**config.mk**
```make
export PLATFORM = sky130hd
export DESIGN_NAME = ysyx_23060203_ifu
export DESIGN_NICKNAME = d
export VERILOG_FILES = /design/src/rtl/ysyx_23060203_ifu.sv
export SDC_FILE = /design/constraint.sdc
export NUM_CORES = 1
export LEC_CHECK = 0
export BUFFER_PORTS_ARGS = -buffer_cell sky130_fd_sc_hd__buf_4
export CORE_UTILIZATION = 41
export CTS_CLUSTER_SIZE = 10
export DETAILED_ROUTE_END_ITERATION = 16
export PLACE_DENSITY = 0.76
export SLEW_MARGIN = 20
export SYNTH_ARGS = -nofsm -noshare
export SYNTH_HDL_FRONTEND = slang
export SYNTH_SLANG_ARGS = --single-unit
```
**constraint.sdc**
```tcl
create_clock -name clock -period 1.9 [get_ports clock]
set_clock_uncertainty 0.2 [all_clocks]
set_input_delay 0 -clock clock [delete_from_list [all_inputs] [get_ports clock]]
set_output_delay 0 -clock clock [all_outputs]
set_load 0.01 [all_outputs]
```
**src/rtl/ysyx_23060203_ifu.sv**
```systemverilog
// rtl/ysyx_23060203_ifu.sv - instruction fetch unit with a single outstanding read
// Fetches one instruction, hands it to the decoder, then waits for execute to supply the next PC.
module ysyx_23060203_ifu #(
   parameter logic [31:0] RESET_PC = 32'h80000000
) (
   input  logic        clock,
   input  logic        reset,
   output logic [31:0] araddr,
   output logic        arvalid,
   input  logic        arready,
   input  logic [31:0] rdata,
   input  logic [1:0]  rresp,
   input  logic        rvalid,
   output logic        rready,
   output logic [31:0] inst,
   output logic [31:0] pc,
   output logic        out_valid,
   input  logic        out_ready,
   output logic        fetch_err,
   input  logic        dnpc_valid,
   input  logic [31:0] dnpc,
   output logic [31:0] fetch_cnt
);

   typedef enum logic [2:0] {
      S_IDLE,
      S_REQ,
      S_WAIT,
      S_HOLD,
      S_EXEC
   } state_t;

   state_t      state_q;
   state_t      state_d;
   logic [31:0] pc_q;
   logic [31:0] inst_q;
   logic        err_q;
   logic [31:0] fetch_cnt_q;

   always_ff @(posedge clock) begin
      if (reset) begin
         state_q     <= S_IDLE;
         pc_q        <= RESET_PC;
         inst_q      <= 32'h0;
         err_q       <= 1'b0;
         fetch_cnt_q <= 32'h0;
      end else begin
         state_q <= state_d;
         if (state_q == S_WAIT && rvalid) begin
            inst_q      <= rdata;
            err_q       <= (rresp != 2'b00);
            fetch_cnt_q <= fetch_cnt_q + 32'd1;
         end
         // Next PC is word-aligned; low bits from execute are dropped.
         if (state_q == S_EXEC && dnpc_valid) begin
            pc_q <= {dnpc[31:2], 2'b00};
         end
      end
   end

   always_comb begin
      state_d   = state_q;
      arvalid   = 1'b0;
      rready    = 1'b0;
      out_valid = 1'b0;
      case (state_q)
         S_IDLE: state_d = S_REQ;
         S_REQ: begin
            arvalid = 1'b1;
            if (arready) state_d = S_WAIT;
         end
         S_WAIT: begin
            rready = 1'b1;
            if (rvalid) state_d = S_HOLD;
         end
         S_HOLD: begin
            out_valid = 1'b1;
            if (out_ready) state_d = S_EXEC;
         end
         S_EXEC: begin
            if (dnpc_valid) state_d = S_REQ;
         end
         default: state_d = S_IDLE;
      endcase
   end

   assign araddr    = pc_q;
   assign pc        = pc_q;
   assign inst      = inst_q;
   assign fetch_err = err_q;
   assign fetch_cnt = fetch_cnt_q;

endmodule

```
==> results_tabular.tex <==
\begin{tabular}{lr}
\hline
Metric & Value \\
\hline
\multicolumn{2}{l}{\textbf{Global routing}} \\
Top Usage Layer GRT & met2 \\
Routing usage on met1 & 24.9\% \\
Overall track demand over capacity in global routing & 23.4\% \\
Initial antenna violation count & 0 \\
Met3 layer usage reported by global route & 4.92\% \\
Sum of overflow across all layers after global routing & 0 \\
Met2 track demand over resource in global routing & 43.8\% \\
Via count of the first global-routing pass & 4283 \\
Wire length of the first global-routing pass & 19.3 mm \\
Maximum number of pins on one net before global-route repair & 52 \\
\multicolumn{2}{l}{\textbf{Worst setup path}} \\
Data arrival, critical path & 2.13 ns \\
Destination of the worst register-to-register timing path & fetch\_cnt[29]\$\_SDFFE\_PP0P\_ \\
Maximum net fanout on the critical path & 5 \\
Register-to-register setup slack & -0.14 ns \\
Sequence of cells on the critical path & nand4bb\_4 -> or4\_4 -> or4\_1 -> a21oi\_1 \\
Critical path class & flop to flop \\
Kind of capture point of the worst setup path & flop \\
CP max stage cell & or4\_4 \\
Slowest Stage Delay on Critical Path & 0.61 ns \\
Setup crit start kind & flop \\
Reg2Reg Launch Point & state\_q[2]\$\_SDFFE\_PP0P\_ \\
Depth of the most critical reg-to-reg path & 4 \\
Critical path required time & 1.99 ns \\
\multicolumn{2}{l}{\textbf{Floorplanning}} \\
Area of the core region & 9770 sq um \\
Die Area & 10500 sq um \\
\# rows & 36 \\
Total I/O pin count & 204 \\
Width of the chip & 102 um \\
Initial cell density of the core & 42.3\% \\
Die Y-Extent & 102 um \\
\multicolumn{2}{l}{\textbf{Synthesis}} \\
Netlist area before placement & 4140 sq um \\
Count of flip-flops with a built-in enable after synthesis & 0 \\
Syn Inst Count & 515 \\
Cell type with the largest total area after synthesis & dfxtp\_1 \\
Most common cell in the synthesized netlist & nand2\_1 \\
Library cells used by synthesis & 33 \\
Top cells by instance count after synthesis & 138 x nand2\_1, 98 x dfxtp\_1, 86 x a21oi\_1, 34 x buf\_4, 28 x clkbuf\_1 \\
Most area-consuming cells after synthesis & dfxtp\_1 47\%, nand2\_1 13\%, a21oi\_1 10\% \\
Portion of synthesized cell area occupied by the leading cell type & 47.4\% \\
Mean cell area of the mapped netlist & 8.04 sq um \\
Primary flip-flop cell chosen by synthesis mapping & dfxtp\_1 \\
Part of the Yosys area used for sequential elements & 47.4\% \\
Post-synthesis sequential element count & 98 \\
Synth warnings & 0 \\
Async set or reset register ratio after synthesis & 0\% \\
\multicolumn{2}{l}{\textbf{Drt}} \\
Ratio of routed vias to standard cells & 5.04 \\
Number of nets with antenna violations after detailed routing & 0 \\
Routed Wire Length & 13.1 mm \\
First drt pass iteration count & 5 \\
Via count of the routed design & 4611 \\
Starting DRT DRC Count & 178 \\
Routed WL per cell & 14.3 um \\
DR DRC count & 0 \\
\multicolumn{2}{l}{\textbf{Flow run}} \\
Number of max-cap violations & 0 \\
\multicolumn{2}{l}{\textbf{Clocking}} \\
Clock tree buffer depth & 2 \\
Inserted Clock Buffers & 9 \\
Clock latency on the worst-skew pair & 0.35 ns \\
Cell at the root of the clock tree & clkbuf\_8 \\
Clock sink count & 98 \\
Clock-pin transition on the worst setup and hold timing paths & 0.10 ns \\
H-tree depth & 3 \\
Clock tree from TritonCTS & yes \\
\multicolumn{2}{l}{\textbf{Pwr}} \\
P\_leak & 2.83 nW \\
Combinational Power Share & 10.9\% \\
Flop pwr share & 52.2\% \\
Net load switching power & 899 uW \\
Worst-case vdd ir drop & 0.367 mV \\
Share of total power consumed by net switching & 22.4\% \\
Proportion of power drawn by the clock network & 36.9\% \\
Internal power & 3.11 mW \\
PwrDens & 584 nW/um\^{}2 \\
\multicolumn{2}{l}{\textbf{Timing}} \\
Upper clock frequency limit & 0.491 GHz \\
Final max-slew violation count & 0 \\
Hold Fails Final Rpt & 0 \\
Worst hold slack after final layout & 0.0306 ns \\
Share of the clock period used by the worst path after layout & 107\% \\
PnR worst setup slack & -0.136 ns \\
Fin Setup TNS & -0.642 ns \\
Crit path time final & 2.04 ns \\
Finish-stage setup viols & 8 \\
Setup repair after global routing missed its margin & true \\
\multicolumn{2}{l}{\textbf{Placement}} \\
Count of input and output buffers & 197 \\
Placed cell area & 5730 sq um \\
Last weighted congestion value of the routability-driven placer & 0.816 \\
Dpl hpwl & 8.14 mm \\
\multicolumn{2}{l}{\textbf{Finish}} \\
Fraction of layout instances using a drive strength above 1 & 38.5\% \\
Area added between synthesis and finish & 65.9\% \\
Antenna diode count & 0 \\
Total Nets Final & 850 \\
Cell area after layout & 6870 sq um \\
Final standard cell utilization of the core & 70.2\% \\
\multicolumn{2}{l}{\textbf{Hold path}} \\
Destination of the worst hold path & araddr[3]\$\_SDFFE\_PP0P\_ \\
Number of cells traversed by the worst hold path & 5 \\
Startpoint of the tightest hold check path & dnpc\_valid \\
Tightest Hold Check Type & input pin to flop \\
\multicolumn{2}{l}{\textbf{Status}} \\
Violated checks & negative setup slack \\
Result of the run & finished, violations left \\
\hline
\end{tabular}
[timing repair]
| action | CTS | global route |
|---|---|---|
| gates resized for setup | 3 | 39 |
| hold buffers | 69 | 0 |
| endpoints found under the setup margin | 16 | 20 |
| setup buffers | 3 | 5 |
| gates cloned | 0 | 2 |
| endpoints found under the hold margin | 96 | 0 |
| pin swaps | 2 | 13 |
[logic make-up after synthesis]
group	count (synthesis)	synth area share, %
buffers and inverters	74	10.2
adders and majority gates	1	0.302
AOI/OAI and AO/OA	110	14.5
and+or+nand+nor	221	25.4
xor gates and xnor gates	10	2.12
other	1	0.0906
DFF	98	47.4
[cell type report]
type                            instances  area (sq um)
Timing Repair Buffer                  315          2580
Clock buffer                           10           138
Clock inverter                          5          78.8
Tap cell                              133           166
Sequential cell                        98          1970
Multi-Input combinational cell        347          1900
Inverter                                6          22.5
Fill cell                             695          2910
[placed cells by master, fill, tap and decap left out, types with 3 or more instances in the layout]
| cell | netlist | routed |
|---|---|---|
| dfxtp_2 | 0 | 8 |
| clkbuf_8 | 0 | 10 |
| and4_1 | 6 | 5 |
| nor3_1 | 6 | 6 |
| nor2_1 | 15 | 15 |
| or3_1 | 6 | 5 |
| conb_1 | 1 | 4 |
| xor2_1 | 4 | 4 |
| buf_12 | 0 | 3 |
| or4_1 | 16 | 6 |
| buf_6 | 2 | 3 |
| o31ai_2 | 0 | 3 |
| dlygate4sd3_1 | 0 | 69 |
| dfxtp_1 | 98 | 90 |
| a21oi_2 | 0 | 7 |
| buf_4 | 34 | 239 |
| nand4_1 | 10 | 10 |
| o21ai_0 | 6 | 6 |
| inv_1 | 6 | 6 |
| nand3_1 | 10 | 8 |
| or4_4 | 1 | 12 |
| xnor2_1 | 6 | 6 |
| nor4_1 | 3 | 3 |
| o31ai_1 | 16 | 13 |
| a21oi_1 | 86 | 79 |
| nand2_1 | 138 | 137 |
[stage by stage]
| stage | power [mW] | std cells | worst slack, ns |
|---|---|---|---|
| after CTS | 4.02 | 907 | -0.0957 |
| after global placement | 2.43 | 820 | -0.0520 |
| after global routing | 4.16 | 914 | -0.173 |
| after detailed placement | 2.44 | 820 | -0.0786 |
| final | 4.01 | 914 | -0.136 |
| after floorplan | 2.27 | 518 | -0.213 |
[power by group through the flow]
stage	Clock (mW)	Combinational [mW]	Sequential (mW)
floorplan	0	0.123	2.15
global placement	0	0.297	2.14
detailed placement	0	0.302	2.14
CTS	1.51	0.417	2.09
global route	1.59	0.469	2.10
finish	1.48	0.436	2.09
[worst max-delay path by stage]
stage / startpoint / end / slack (ns) / cells past startpoint
after floorplan: state_q[0]$_SDFFE_PP0P_ / fetch_cnt[25]$_SDFFE_PP0P_ / -0.21 / 6
after global placement: state_q[0]$_SDFFE_PP0P_ / fetch_cnt[25]$_SDFFE_PP0P_ / -0.05 / 4
after detailed placement: state_q[0]$_SDFFE_PP0P_ / fetch_cnt[22]$_SDFFE_PP0P_ / -0.08 / 6
after CTS: state_q[0]$_SDFFE_PP0P_ / fetch_cnt[29]$_SDFFE_PP0P_ / -0.1 / 4
after global routing: state_q[2]$_SDFFE_PP0P_ / fetch_cnt[31]$_SDFFE_PP0P_ / -0.17 / 4
final: state_q[2]$_SDFFE_PP0P_ / fetch_cnt[29]$_SDFFE_PP0P_ / -0.14 / 4
[flip-flops by register name (all words and copies together), names as in the netlist]
name and flops:
fetch_cnt 32, state_q 3, araddr 30, fetch_err 1, inst 32
[per-layer routing]
metal | part of all wire (%) | wire length (um) | vias to the layer above
li1 | - | - | 2244
met1 | 40 | 5190 | 2148
met2 | 52 | 6750 | 188
met3 | 6.5 | 850 | 31
met4 | 2.4 | 308 | 0
met5 | 0 | 0 | -
[worst max-delay path: cells and delay by family (launching register included)]
kind	cells	cell delay, ns
AND/OR/NAND/NOR	3	1.29
AO/OA/AOI/OAI	1	0.16
flip-flops	1	0.33
(Power assumes the default switching activity.)
